## src/rtl/zap_fetch_queue.sv

```systemverilog
// zap_fetch_queue: DEPTH-entry prefetch FIFO between the I-cache and decode.
// Optional BKPT-to-abort conversion is enabled by defining ZAP_FETCH_QUEUE_BKPT_EN.
module zap_fetch_queue #(
    parameter int DEPTH  = 4,
    parameter int PRED_W = 33
) (
    input  logic                    i_clk,
    input  logic                    i_reset,
    input  logic                    i_clear_from_writeback,
    input  logic                    i_data_stall,
    input  logic                    i_clear_from_alu,
    input  logic                    i_stall_from_pipe,
    input  logic                    i_clear_from_decode,
    input  logic [31:0]             i_pc_ff,
    input  logic                    i_cpsr_ff_t,
    input  logic [31:0]             i_instruction,
    input  logic                    i_valid,
    input  logic                    i_instr_abort,
    input  logic [PRED_W-1:0]       i_pred,
    output logic                    o_ready,
    output logic                    o_valid,
    output logic [31:0]             o_instruction,
    output logic                    o_instr_abort,
    output logic [31:0]             o_pc_ff,
    output logic [31:0]             o_pc_plus_8_ff,
    output logic [PRED_W-1:0]       o_pred,
    output logic [$clog2(DEPTH):0]  o_count
);

    localparam int PW = $clog2(DEPTH);
    localparam int CW = PW + 1;

`ifdef ZAP_FETCH_QUEUE_BKPT_EN
    function automatic logic arm_bkpt(input logic [31:0] w);
        return (w ==? 32'b????_0001_0010_????_????_????_0111_????);
    endfunction

    function automatic logic thumb_bkpt(input logic [15:0] h);
        return (h ==? 16'b1011_1110_????_????);
    endfunction
`endif

    logic [31:0]       mem_instr_r [DEPTH];
    logic              mem_abort_r [DEPTH];
    logic [31:0]       mem_pc_r    [DEPTH];
    logic [31:0]       mem_pcp_r   [DEPTH];
    logic [PRED_W-1:0] mem_pred_r  [DEPTH];

    logic [PW-1:0] rd_ptr_r;
    logic [PW-1:0] wr_ptr_r;
    logic [CW-1:0] count_r;
    logic          sleep_r;

    logic          flush_s;
    logic          pop_s;
    logic          push_s;
    logic          valid_s;
    logic          ready_s;
    logic [31:0]   ent_instr_s;
    logic [31:0]   ent_pcp_s;
    logic          ent_abort_s;
    logic          bkpt_s;

    // Ready depends only on flops so the I-cache never sees a combinational path through the queue.
    assign valid_s = (count_r != CW'(0));
    assign ready_s = (count_r != CW'(DEPTH)) & ~sleep_r;

    // Flush / pop / push qualification; flush dominates every other action.
    always_comb begin
        flush_s = i_clear_from_writeback
                | (i_clear_from_alu & ~i_data_stall)
                | (i_clear_from_decode & ~i_data_stall & ~i_stall_from_pipe);
        pop_s   = valid_s & ~i_data_stall & ~i_stall_from_pipe & ~flush_s;
        push_s  = i_valid & ready_s & ~flush_s;
    end

    // Format the incoming word into an entry: halfword steering, PC+8/PC+4 and abort.
    always_comb begin
        ent_instr_s = i_instruction;
        ent_pcp_s   = i_pc_ff + 32'd8;
        bkpt_s      = 1'b0;
        if (i_pc_ff[1]) begin
            ent_instr_s = {16'h0000, i_instruction[31:16]};
        end else begin
            ent_instr_s = i_instruction;
        end
        if (i_cpsr_ff_t) begin
            ent_pcp_s = i_pc_ff + 32'd4;
        end else begin
            ent_pcp_s = i_pc_ff + 32'd8;
        end
`ifdef ZAP_FETCH_QUEUE_BKPT_EN
        if (i_cpsr_ff_t) begin
            bkpt_s = thumb_bkpt(i_pc_ff[1] ? i_instruction[31:16] : i_instruction[15:0]);
        end else begin
            bkpt_s = arm_bkpt(i_instruction);
        end
`endif
        ent_abort_s = i_instr_abort | bkpt_s;
    end

    // Pointer, occupancy and sleep state.
    always_ff @(posedge i_clk) begin
        if (i_reset || flush_s) begin
            rd_ptr_r <= PW'(0);
            wr_ptr_r <= PW'(0);
            count_r  <= CW'(0);
            sleep_r  <= 1'b0;
        end else begin
            if (push_s) begin
                wr_ptr_r <= wr_ptr_r + PW'(1);
            end
            if (pop_s) begin
                rd_ptr_r <= rd_ptr_r + PW'(1);
            end
            if (push_s && !pop_s) begin
                count_r <= count_r + CW'(1);
            end else if (pop_s && !push_s) begin
                count_r <= count_r - CW'(1);
            end
            if (push_s && ent_abort_s) begin
                sleep_r <= 1'b1;
            end
        end
    end

    // Entry storage; contents are masked on the outputs whenever the queue is empty.
    always_ff @(posedge i_clk) begin
        if (push_s) begin
            mem_instr_r[wr_ptr_r] <= ent_instr_s;
            mem_abort_r[wr_ptr_r] <= ent_abort_s;
            mem_pc_r[wr_ptr_r]    <= i_pc_ff;
            mem_pcp_r[wr_ptr_r]   <= ent_pcp_s;
            mem_pred_r[wr_ptr_r]  <= i_pred;
        end
    end

    // Head presentation, forced to zero while empty so stale entries never leak.
    always_comb begin
        o_ready        = ready_s;
        o_valid        = valid_s;
        o_count        = count_r;
        o_instruction  = 32'h0000_0000;
        o_instr_abort  = 1'b0;
        o_pc_ff        = 32'h0000_0000;
        o_pc_plus_8_ff = 32'h0000_0000;
        o_pred         = {PRED_W{1'b0}};
        if (valid_s) begin
            o_instruction  = mem_instr_r[rd_ptr_r];
            o_instr_abort  = mem_abort_r[rd_ptr_r];
            o_pc_ff        = mem_pc_r[rd_ptr_r];
            o_pc_plus_8_ff = mem_pcp_r[rd_ptr_r];
            o_pred         = mem_pred_r[rd_ptr_r];
        end else begin
            o_instruction  = 32'h0000_0000;
        end
    end

endmodule

```

## config.mk

```make
export PLATFORM = sky130hd
export DESIGN_NAME = zap_fetch_queue
export DESIGN_NICKNAME = d
export VERILOG_FILES = /design/src/rtl/zap_fetch_queue.sv
export SDC_FILE = /design/constraint.sdc
export NUM_CORES = 1
export LEC_CHECK = 0
export BUFFER_PORTS_ARGS = -buffer_cell sky130_fd_sc_hd__buf_2
export CORE_ASPECT_RATIO = 0.9
export CORE_MARGIN = 5
export CORE_UTILIZATION = 55
export CTS_BUF_LIST = sky130_fd_sc_hd__clkbuf_2 sky130_fd_sc_hd__clkbuf_4 sky130_fd_sc_hd__clkbuf_8
export DETAILED_ROUTE_END_ITERATION = 6
export PLACE_DENSITY = 0.88
export SYNTH_ARGS = -nofsm -noshare
export SYNTH_HDL_FRONTEND = slang
export SYNTH_SLANG_ARGS = --single-unit
```

## constraint.sdc

```tcl
create_clock -name i_clk -period 4.2 [get_ports i_clk]
set_input_delay 0.42 -clock i_clk [delete_from_list [all_inputs] [get_ports i_clk]]
set_output_delay 0.42 -clock i_clk [all_outputs]
set_load 0.02 [all_outputs]
```

Yosys cells after proc, flatten, opt, wreduce, memory -nomap -nowiden
Memory sizes are Yosys's and may differ from the RTL's. A register that Yosys moved wholly into a read port is not among the register bits.
Cells that the tools add are included.
{ "op_classes": {"add_sub_neg": 6, "eq_ne": 1, "n_mux": 21, "bitwise_logic": 15, "reduce_logical": 8} }
{ "ops": {"columns": ["op", "n"], "rows": [
  ["$mux W32", 5],
  ["$mux W33", 1],
  ["$add A32 B3 Y32 const B", 1],
  ["$add A32 B4 Y32 const B", 1],
  ["$mux W2", 10],
  ["$and A1 B1 Y1", 9],
  ["$mux W3", 2],
  ["$add A2 B1 Y2 const B", 2],
  ["$not A1 Y1", 4],
  ["$add A3 B1 Y3 const B", 1],
  ["$logic_and A1 B1 Y1", 3],
  ["$mux W1", 3],
  ["$ne A3 B3 Y1 const B", 1],
  ["$reduce_bool A3 Y1", 1],
  ["$sub A3 B1 Y3 const B", 1],
  ["$logic_not A1 Y1", 2],
  ["$or A1 B1 Y1", 2],
  ["$reduce_bool A2 Y1", 1],
  ["$logic_or A1 B1 Y1", 1]
]} }
{ "totals": {"ff_bits": 8, "mem_bits_rw": 520, "input_bits": 107, "out_inout_bits": 135, "word_cells": 60, "n_memories": 5} }
{ "mem_list": {"columns": ["memory", "depth", "word_bits", "rd", "rd_clocked_by_memory_dff", "write_ports", "line", "source"], "rows": [
  ["mem_pred_r", 4, 33, 1, 1, 1, "47", "logic [PRED_W-1:0] mem_pred_r [DEPTH];"],
  ["mem_instr_r", 4, 32, 1, 1, 1, "43", "logic [31:0] mem_instr_r [DEPTH];"],
  ["mem_pc_r", 4, 32, 1, 1, 1, "45", "logic [31:0] mem_pc_r [DEPTH];"],
  ["mem_pcp_r", 4, 32, 1, 1, 1, "46", "logic [31:0] mem_pcp_r [DEPTH];"],
  ["mem_abort_r", 4, 1, 1, 1, 1, "44", "logic mem_abort_r [DEPTH];"]
]} }

Depth between registers and ports, before layout
Gate-level depths: netlist (run 1).
{ "logic_depth": {"ltp_word": 10, "ltp_mapped": 11, "mapped_depth_nobuf": 11} }

Worst setup path after synthesis (run 1)
No wires, ideal clock.
{ "synth_timing": {"path_type": "flip-flop to flip-flop", "from": "reg count_r[0] (netlist: o_count[0])", "to": "mem mem_abort_r[1], enable pin", "setup_time_ps": 502, "arrival_ps": 4175, "required_ps": 3698, "setup_slack_ps": -477, "stages_incl_launch_ff": 5, "path_buffers": 0, "synth_period_minus_slack_ps": 4677, "cell_sequence": "dfxtp_1 nor2_1 a21oi_1 nor3b_2 and2_1"} }
{ "synth_between": {"elab_chain_cells": 6} }
{ "synth_rtl": {"columns": ["item", "line", "source"], "rows": [
  ["start: declaration", "51", "logic [CW-1:0] count_r;"],
  ["start signal: assignment", "117", "count_r <= count_r + CW'(1);"],
  ["start signal: assignment", "119", "count_r <= count_r - CW'(1);"],
  ["$ne A3 B3 Y1", "66", "assign ready_s = (count_r != CW'(DEPTH)) & ~sleep_r;"],
  ["$and A1 B1 Y1", "66", null],
  ["$and A1 B1 Y1 (2 in series)", "74", "push_s = i_valid & ready_s & ~flush_s;"],
  ["via push_s", "56", "logic push_s;"],
  ["$mux W1", "129", "if (push_s) begin"],
  ["$mux W1 (implied by the code)", "131", "mem_abort_r[wr_ptr_r] <= ent_abort_s;"],
  ["end: declaration", "44", null]
]} }
The timed path passes the listed nets, and every way through them passes these cells.

Final worst setup path (run 1)
{ "layout_timing": {"from": "reg count_r[0] (netlist: o_count[0])", "to": "out o_pred[4]"} }
{ "layout_between": {"elab_chain_cells": 2} }
{ "layout_rtl": {"columns": ["item", "line", "source"], "rows": [
  ["$reduce_bool A3 Y1", "65", "assign valid_s = (count_r != CW'(0));"],
  ["$mux W33", "148", "if (valid_s) begin"],
  ["end: declaration", "26", "output logic [PRED_W-1:0] o_pred,"]
]} }
No other way between the ends.

==> metrics.md, run 1 <==
| Metric | Value |
|---|---|
| Max_slew headroom | 42.51% |
| DIE AREA | 41910 um2 |
| Hold Path Class | input port to flop |
| Sequential cell area fraction in the yosys report | about three quarters |
| Netlist Area Pre-Place | between 20000 and 25000 um2 |
| TNS Setup | 0 ns |
| Post-CTS sizing | 0 |
| Switching fraction of total power | around a fifth |
| Final setup fails | 0 |
| FF+latch count, synth | 522 |
| Tmin final | 3.164 ns |
| Multi-input gate area | 5007 um2 |
| H-tree levels | 3 |
| Pwr/cell area | 428.0 nW/um2 |
| Worst setup path startpoint | o_count[0]$_SDFFE_PP0P_ |
| P_int | 0.008308 W |
| CP peak stage delay | 0.67 ns |
| Most common cell after layout, fill and taps aside | edfxtp_1 |
| Non-Filler Instances | 1867 |
| Worst-skew pair later-pin latency | between 0.6 and 0.7 ns |
| Gr ovfl total | 0 |
| Max Cap Viol | 0 |
| Synthesis warning total | 0 |
| Syn Nets | 1116 |
| Initial Utilization | 55.77% |
| Kind of start point of the critical path | flop |
| Yosys cell types | 38 |
| Fin nets | 1440 |
| CP required | ~3.8 ns |
| Initial antenna violation count | 2 |
| Global-route wire length before repair | 67470 um |
| Leak | 8.491 nW |
| Comb power frac | 5.1% |
| Pre-antenna DRT Iters | 5 |
| Fraction of layout cells with a size suffix above 1 | around 40% |
| Worst setup margin | 1.036 ns |
| RSZ-0062 raised after global routing | false |
| Final period util | between 70% and 80% |
| Final wirelength | ~43000 um |
| Final RePlAce weighted congestion | slightly below 0.8 |
| WS Path Type | flop to output port |
| DR iter-0 viols | 778 |
| Switching power | about 0.0022 W |
| Outcome | complete, no violations |
| Top cells by area, synth | edfxtp_1 74%, mux4_2 14%, and2_1 4.0% |
| Die height | 194.7 um |
| Hpwl dp | 25590 um |
| Register area | around 16000 um2 |
| Port buffer count | about 240 |
| CP max-delay cell | or3_4 |
| Clock Tree Buf Depth | 3 |
| Avg WL per Cell | 23.15 um |
| CP Buf/Inv Count | 2 |
| Final Hold Vio Count | 0 |
| CTS Root Cell | clkbuf_8 |
| Placed insts | 1690 |
| Worst VDD drop | approximately 0.27 mV |
| Synthesized area per cell | around 21 um2 |
| Max Slew Vio Count | 0 |
| Reg2reg start | o_count[0]$_SDFFE_PP0P_ |
| Largest net degree at the start of global routing | 80 |
| Antenna viol nets, final | 0 |
| Cell Rows | 67 |
| Worst slew pin tran | between 0.8 and 0.9 ns |
| Critical path's top delay family | simple AND/OR/NAND/NOR gates |
| HP Start | i_pred[16] |
| Via count | 10690 |
| Placed Area | 22670 um2 |
| Clock sink count | 522 |
| Sequential fraction of design power | 55.2% |
| Clock power frac | 39.6% |
| DR DRC count | 0 |
| CP cell instances | or3_4 -> buf_4 -> and2_1 -> buf_2 |
| Num CTS Buffers | 80 |
| Crit Path Max Fanout | 79 |
| Core box area | 37390 um2 |
| CTS clk-pin slew, worst paths | 0.07 ns |
| Chip width | 215.2 um |
| Total Power | 0.01054 W |
| Worst slack, placed | 1.522 ns |
| Commonest cells after routing, fill and taps aside | 512 x edfxtp_1, 241 x buf_2, 130 x and2_1 |
| WP data arrival | 2.74 ns |
| Gate Count Post-Synth | 1001 |
| Vias/cell | 5.728 |
| Top achievable clock speed | 316.0 MHz |
| CP endpoint kind | output port |
| Top cell type's share of synthesized area | 73.74% |
| Fill count | 2407 |
| Synth-to-Final Area Change | 18.10% |
| Post-synth top area cell | edfxtp_1 |
| Fin Clk Skew | 0.01752 ns |
| Post-CTS setup buffer count | 0 |
| IO Count | ~240 |
| Total track usage | 20.80% |
| Final Cell Area | between 20000 and 25000 um2 |
| CTS tree | built |
| Vias in the first global route | 11640 |
## per-layer routing
metal  up-vias  global-route usage [%]  part of all wire, %
li1       4668                       -                    -
met1      5509                   28.76                   41
met2       440                   33.46                   50
met3        75                   4.900                  7.4
met4         2                   6.731                  2.3
met5         -                       0                0.030
## final timing paths
kind,slack [ns],cells after the start,end
setup / recovery,1.04,4,o_pred[4]
hold / removal,0.06,1,mem_pred_r[0][16]$_DFFE_PP_
setup reg to reg,1.49,5,mem_pcp_r[1][10]$_DFFE_PP_
hold reg to reg,0.51,2,sleep_r$_SDFFE_PP0P_
## cell usage after synthesis, drive strengths merged
master and number:
buf 34, o21ai 1, nor3b 1, fa 1
ha 7, nor4 13, nand2 10, inv 8
dfxtp 10, nand4 7, mux4 128, xor2 21
a21oi 5, nor2b 16, mux2 17, clkbuf 18
and4 3, and3 2, xnor2 14, nor2 17
nand2b 3, nand3 10, or3 2, edfxtp 512
mux2i 2, nor3 5, and2 134
## cell families (layout without fill, tap and decap cells)
| family | after synthesis | count (layout) | synth area share, % |
|---|---|---|---|
| buffers and inverters | 60 | 442 | 1.362 |
| multiplexers | 147 | 147 | 14.86 |
| XOR/XNOR | 35 | 35 | 1.470 |
| AND/OR/NAND/NOR | 223 | 223 | 6.955 |
| adder cells (fa/ha/maj) | 8 | 8 | 0.5160 |
| flip-flops | 522 | 522 | 74.70 |
| other | 0 | 1 | 0 |
| AO/OA/AOI/OAI | 6 | 6 | 0.1440 |
## through the flow
stage                     util [%]  hold WS [ns]
after floorplan                  -        0.4506
after global placement       60.64        0.4705
after detailed placement     60.64        0.4788
after CTS                    65.86      0.001127
after global routing         65.86       0.02363
final                        65.86       0.06192
## cell type report
class,instances,share of cell area (%)
clock buffers,99,5.127
flip-flops and latches,522,63.28
multi-input cells,419,20.33
diodes,1,0.01016
well taps,483,2.454
inverters,8,0.1219
repair buffers,294,7.337
clock inverters,41,1.336
## flip-flops by register name (all words and copies together), names as in the netlist, named ones only
signal,flops
mem_pcp_r,120
mem_pc_r,128
mem_pred_r,132
rd_ptr_r,2
o_count,3
wr_ptr_r,2
sleep_r,1
mem_abort_r,4
mem_instr_r,128
## power by group through the flow
stage | clock network, W | logic (W) | registers, W
2_1_floorplan | 0 | 0.000284 | 0.00593
5_1_grt | 0.00454 | 0.000583 | 0.00582
3_3_place_gp | 0 | 0.000495 | 0.00593
3_5_place_dp | 0 | 0.000512 | 0.00593
4_1_cts | 0.00429 | 0.000543 | 0.00582
6_report | 0.00418 | 0.000540 | 0.00582
## repair_timing
| action | CTS | global route |
|---|---|---|
| hold buffers | 36 | 0 |
| endpoints found under the setup margin | 0 | 0 |
| endpoints found under the hold margin | 134 | 0 |
Power figures use the tool's default switching activity.
==> run 2, diff against run 1 <==
Settings changed: ABC_AREA set to 1.
Clock period 4.2 ns to 2.55 ns, I/O delays scaled along.
==> run 2 against run 1 <==
Net effect: non-clock buffer count grew 66; sequential share of layout area fell by 3.1 points; final area grew 5.3%; sequential cell count unchanged; via count increased by 44%; total power is 64% higher; die area up 3.2%; worst hold slack got worse by 0.0090 ns.
==> metrics.md, run 2 <==
| Metric | Value |
|---|---|
| Outcome | complete, no violations |
| Top cells by area, synth | edfxtp_1 71%, nor2_1 10%, o21ai_0 5.9% |
| Max Cap Viol | 0 |
| Top achievable clock speed | 401.5 MHz |
| Worst-skew pair later-pin latency | 0.63 ns |
| Port buffer count | approximately 240 |
| Worst slew pin tran | 0.5944 ns |
| Crit Path Max Fanout | 41 |
| Final period util | 97.68% |
| Via count | 15430 |
| Num CTS Buffers | 83 |
| FF+latch count, synth | about 520 |
| Placed Area | 23280 um2 |
| Non-Filler Instances | between 2000 and 3000 |
| CTS tree | built |
| Gr ovfl total | 0 |
| Comb power frac | under 10% |
| Number of flops mapped to enable cells by yosys | 512 |
| Global-route wire length before repair | 84070 um |
| Clock power frac | roughly two fifths |
| Vias in the first global route | 15550 |
| Netlist Area Pre-Place | 21560 um2 |
| Worst VDD drop | approximately 0.52 mV |
| Max reg flops | ~130 |
| IO Count | 242 |
| Largest reg by FF count | mem_pred_r |
| Met2 Track Usage GR | 42.40% |
| P_int | 0.01352 W |
| DR iter-0 viols | 1556 |
| Synthesized area per cell | 11.76 um2 |
| Global-route layer with the greatest usage | met2 |
| CP endpoint kind | output port |
| Sequential fraction of design power | a little under three fifths |
| DR DRC count | 0 |
| Ys async rst share | 0% |
| Leak | 9.636 nW |
| Fin Clk Skew | approximately 0.031 ns |
| Gate Count Post-Synth | 1833 |
| Max Slew Vio Count | 0 |
| Hpwl dp | 30600 um |
| Clock sink count | 522 |
| Synth-to-Final Area Change | 20.21% |
| Hold_ws | 0.05288 ns |
| Final Cell Area | 25920 um2 |
| Placed insts | roughly 2500 |
| Syn Nets | 1948 |
| Final wirelength | 54800 um |
| Ys flop type | edfxtp_1 |
| Max_slew headroom | 60.37% |
| CTS clk-pin slew, worst paths | 0.06 ns |
| Top-count cell post-synth | nor2_1 |
| Cell Rows | 68 |
| Multi-input gate area | 5234 um2 |
| Hold Path Class | input port to flop |
| Met1 Track Usage GR | 31.62% |
| Most frequent cells after synthesis | 586 x nor2_1, 512 x edfxtp_1, 254 x o21ai_0 |
| CTS Root Cell | clkbuf_8 |
| Clock Tree Buf Depth | 3 |
| WP data arrival | 2.24 ns |
| Switching fraction of total power | 21.87% |
| Total track usage | 24.78% |
| Final RePlAce weighted congestion | 0.8389 |
| Post-layout util | 67.25% |
| WS Path Type | flop to output port |
| Initial antenna violation count | 3 |
| Post-synth top area cell | edfxtp_1 |
| CP required | 2.30 ns |
| Fraction of layout cells with a size suffix above 1 | 20.30% |
| Met3 usage | 5.886% |
| Chip width | ~220 um |
| Register area | 15590 um2 |
| Vias/cell | ~5.6 |
| Yosys cell types | 30 |
| Initial Utilization | 55.94% |
| Switching power | 0.003785 W |
| Sequential cell area fraction in the yosys report | just over 70% |
| Kind of start point of the critical path | flop |
| Avg WL per Cell | 19.86 um |
| Top cell type's share of synthesized area | 71.31% |
| H-tree levels | 3 |
| Die height | 197.8 um |
| Final setup fails | 0 |
| Final Hold Vio Count | 0 |
| Largest regs | mem_pred_r x132, mem_instr_r x128, mem_pc_r x128 |
| Fill count | 2612 |
| Most common cell after layout, fill and taps aside | nor2_1 |
| Pwr/cell area | 667.7 nW/um2 |
| DIE AREA | 43270 um2 |
| Largest net degree at the start of global routing | 105 |
| Commonest cells after routing, fill and taps aside | 581 x nor2_1, 512 x edfxtp_1, 254 x o21ai_0 |
| Pre-antenna DRT Iters | 6 |
| Synthesis warning total | 0 |
| Fin nets | 2287 |
| RSZ-0062 raised after global routing | true |
| Tmin final | 2.491 ns |
| Antenna viol nets, final | 0 |
| Core box area | between 30000 and 40000 um2 |
run 2: metrics by stage:
stage / power, W / TNS (ns) / worst slack [ns]
6_report: 0.01731 / 0 / 0.05913
2_1_floorplan: 0.01022 / -310.60 / -0.6210
5_1_grt: 0.01792 / -0.02499 / -0.01678
3_5_place_dp: 0.01060 / 0 / 0.4386
3_3_place_gp: 0.01056 / 0 / 0.4536
4_1_cts: 0.01740 / 0 / 0.01709
run 2: power by group through the flow:
stage                     clock, W  combinational, W  sequential [W]
final                      0.00676          0.000954         0.00959
after global routing       0.00729           0.00104         0.00959
after CTS                  0.00688          0.000938         0.00959
after detailed placement         0          0.000832         0.00977
after global placement           0          0.000797         0.00976
after floorplan                  0          0.000446         0.00977
run 2: repair_timing:
item / CTS / global route
hold endpoints to repair: 307 / 0
gates cloned: 3 / 1
hold buffers: 78 / 0
setup endpoints to repair: 118 / 52
pin swaps: 0 / 4
gates resized for setup: 11 / 14
setup buffers: 8 / 0
run 2: metal layers:
layer / share of wire (%) / up-vias / wire length, um
met5: 0 / - / 0
met4: 2.3 / 0 / 1275
met3: 10 / 105 / 5692
met2: 49 / 853 / 27080
met1: 38 / 7400 / 20750
li1: - / 7076 / -
run 2: worst max-delay path: stages (launching register included):
cell,delay [ns]
dfxtp_4,0.41
buf_12,0.14
buf_16,0.20
nor2_1,0.07
nor2_1,0.14
o21ai_0,0.16
a21oi_1,0.22
buf_2,0.22
run 2: cell families after synthesis:
kind of cell,count (synthesis),share of synthesized area (%)
AND/OR/NAND/NOR,705,12.96
XOR/XNOR,21,0.8531
flip-flops,522,72.24
AO/OA/AOI/OAI,412,9.564
buffers and inverters,165,3.882
adder cells (fa/ha/maj),8,0.4991
run 2: area by class of cell:
| cell class | instances | share of cell area (%) |
|---|---|---|
| antenna | 3 | 0.02896 |
| clock buffer | 116 | 5.412 |
| clock inverter | 29 | 0.6372 |
| inverter | 59 | 0.9413 |
| multi-input combinational | 1146 | 20.19 |
| sequential | 522 | 60.15 |
| tap | 525 | 2.534 |
| timing repair buffer | 360 | 10.10 |
run 2: final timing paths:
path | slack (ns) | endpoint | cells past startpoint | start
max | 0.06 | o_pred[29] | 7 | flop
min | 0.05 | mem_instr_r[0][28]$_DFFE_PP_ | 3 | i_instruction[28]
max reg2reg | 0.47 | o_count[2]$_SDFFE_PP0P_ | 11 | o_count[2]$_SDFFE_PP0P_
min reg2reg | 0.52 | o_count[1]$_SDFFE_PP0P_ | 2 | o_count[1]$_SDFFE_PP0P_
==> run 3, diff against run 2 <==
Settings changed: CORE_UTILIZATION 55 to 53, CTS_BUF_LIST sky130_fd_sc_hd__clkbuf_2 sky130_fd_sc_hd__clkbuf_4 sky130_fd_sc_hd__clkbuf_8 to sky130_fd_sc_hd__clkbuf_16, PLACE_DENSITY 0.88 to 0.85.
==> run 3 against run 2 <==
Net effect: cell count shrank 1.6%; setup slack gained 0.011 ns; total power grew 4.3%; core utilization down 3.1 points; register-to-register slack better by 0.11 ns; clock power rose by 11%; highest routed layer unchanged.
==> metrics.md, run 3 (synthesized netlist as in run 2, its figures left out) <==
| Metric | Value |
|---|---|
| Outcome | complete, no violations |
| CP Buf/Inv Count | 3 |
| Critical path's top delay family | buffers and inverters |
| Chip width | around 220 um |
| Non-Filler Instances | 2715 |
| Core box area | 40460 um2 |
| Gr ovfl total | 0 |
| WP data arrival | 2.22 ns |
| Final Hold Vio Count | 0 |
| Avg WL per Cell | around 20 um |
| Max reg flops | 132 |
| Initial Utilization | 53.28% |
| Leak | 9.646 nW |
| Worst R2R Setup Slack | 0.58 ns |
| Synth-to-Final Area Change | 20.40% |
| CTS clk-pin slew, worst paths | 0.06 ns |
| Die height | between 200 and 250 um |
| Clock power frac | approximately two fifths |
| Fin nets | 2251 |
| Antenna viol nets, final | 0 |
| Clock sink count | approximately 520 |
| Cell Rows | 70 |
| Worst VDD drop | 0.5847 mV |
| Top achievable clock speed | 403.3 MHz |
| Sequential fraction of design power | 53.1% |
| Final period util | a little under 100% |
| N_diodes | 0 |
| Tmin final | about 2.5 ns |
| Comb power frac | ~5.3% |
| Switching fraction of total power | 21.11% |
| H-tree levels | 2 |
| Most common cell after layout, fill and taps aside | nor2_1 |
| CP max-delay cell | dfxtp_4 |
| Placed insts | about 2500 |
| Final RePlAce weighted congestion | between 0.8 and 0.9 |
| DR DRC count | 0 |
| Worst-skew pair later-pin latency | 0.58 ns |
| Vias in the first global route | roughly 15000 |
| Kind of start point of the critical path | flop |
| Fraction of layout cells with a size suffix above 1 | 18.76% |
| Switching power | 0.003811 W |
| DIE AREA | 44820 um2 |
| CP endpoint kind | output port |
| Fin Clk Skew | 0.01776 ns |
| Vias/cell | 5.634 |
| Largest net degree at the start of global routing | 83 |
| DR iter-0 viols | 1690 |
| Max_slew headroom | between 50% and 60% |
| Post-layout util | 64.16% |
| Hpwl dp | 31440 um |
| Hold_ws | around 0.045 ns |
| Pwr/cell area | approximately 700 nW/um2 |
| Largest regs | mem_pred_r x132, mem_instr_r x128, mem_pc_r x128 |
| Worst slew pin tran | between 0.6 and 0.7 ns |
| Pre-antenna DRT Iters | 5 |
| Final setup fails | 0 |
| Crit Path Max Fanout | 36 |
| WS Path Type | flop to output port |
| CP cell instances | buf_12 -> buf_12 -> nor2_1 -> nor2_1 -> o21ai_0 -> a21oi_1 -> buf_2 |
| Total track usage | a little under a quarter |
| Hold Path Class | input port to flop |
| Max Slew Vio Count | 0 |
| Largest reg by FF count | mem_pred_r |
| CP peak stage delay | 0.42 ns |
| Clock Tree Buf Depth | 3 |
| Via count | about 15000 |
| Initial antenna violation count | 0 |
| CTS Root Cell | clkbuf_16 |
| P_int | 0.01425 W |
| Num CTS Buffers | 52 |
| Global-route wire length before repair | 83140 um |
| Port buffer count | 241 |
| Commonest cells after routing, fill and taps aside | 581 x nor2_1, 512 x edfxtp_1, 254 x o21ai_0 |
| Max Cap Viol | 0 |
| CP required | 2.30 ns |
| RSZ-0062 raised after global routing | true |
| CTS tree | built |
| Final wirelength | 54710 um |
| IO Count | roughly 240 |
run 3: final cells by class:
cell class	instances	area (um2)
flip-flops and latches	522	15590
fillers	2834	14500
multi-input cells	1146	5226
repair buffers	355	2522
clock buffers	53	1326
well taps	540	675.6
clock inverters	40	357.8
inverters	59	261.5
run 3: power groups by stage:
| stage | logic (W) | registers (W) | clock network, W |
|---|---|---|---|
| finish | 0.000955 | 0.00959 | 0.00752 |
| global route | 0.00103 | 0.00959 | 0.00803 |
| CTS | 0.000936 | 0.00958 | 0.00761 |
| detailed placement | 0.000848 | 0.00977 | 0 |
| global placement | 0.000816 | 0.00976 | 0 |
| floorplan | 0.000446 | 0.00977 | 0 |
run 3: worst register-to-register path, stage by stage, from the launching register on:
cell      delay [ns]
dfxtp_1         0.34
nand3b_1        0.22
nand2_1         0.08
nor2_1          0.07
inv_1           0.09
ha_1            0.14
inv_1           0.06
fa_1            0.38
a21oi_1         0.16
o21ai_0         0.11
xor2_1          0.14
nor2_1          0.05
run 3: final timing paths:
kind                                         startpoint                        end  cells after the start
worst max-delay path                               flop                  o_pred[1]                      7
worst min-delay path                        i_pc_ff[27]  mem_pc_r[0][27]$_DFFE_PP_                      1
worst max register to register  o_count[2]$_SDFFE_PP0P_    o_count[2]$_SDFFE_PP0P_                     11
worst min register to register  o_count[1]$_SDFFE_PP0P_    o_count[1]$_SDFFE_PP0P_                      2
run 3: per-layer routing:
metal	track usage, %	up-vias	share of wire, %
met5	0	-	0
met4	6.913	0	2.2
met3	4.464	94	9.9
met2	40.67	838	50
met1	30.47	7380	38
li1	-	6985	-
run 3: what timing repair did:
action,4_1_cts,5_1_grt
endpoints found under the hold margin,261,0
endpoints found under the setup margin,99,61
hold buffers,66,0
gates cloned,0,1
gates resized for setup,4,23
buffers inserted,5,2
pin swaps,0,4
run 3: per-stage QoR:
step	TNS [ns]	power, W	worst slack [ns]	area [um2]
6_report	0	0.01806	0.07036	25960
5_1_grt	-0.03804	0.01865	-0.01766	25960
4_1_cts	0	0.01813	0.0008147	25820
3_5_place_dp	0	0.01061	0.4461	23430
3_3_place_gp	0	0.01058	0.4246	23430
2_1_floorplan	-310.60	0.01022	-0.6210	21620
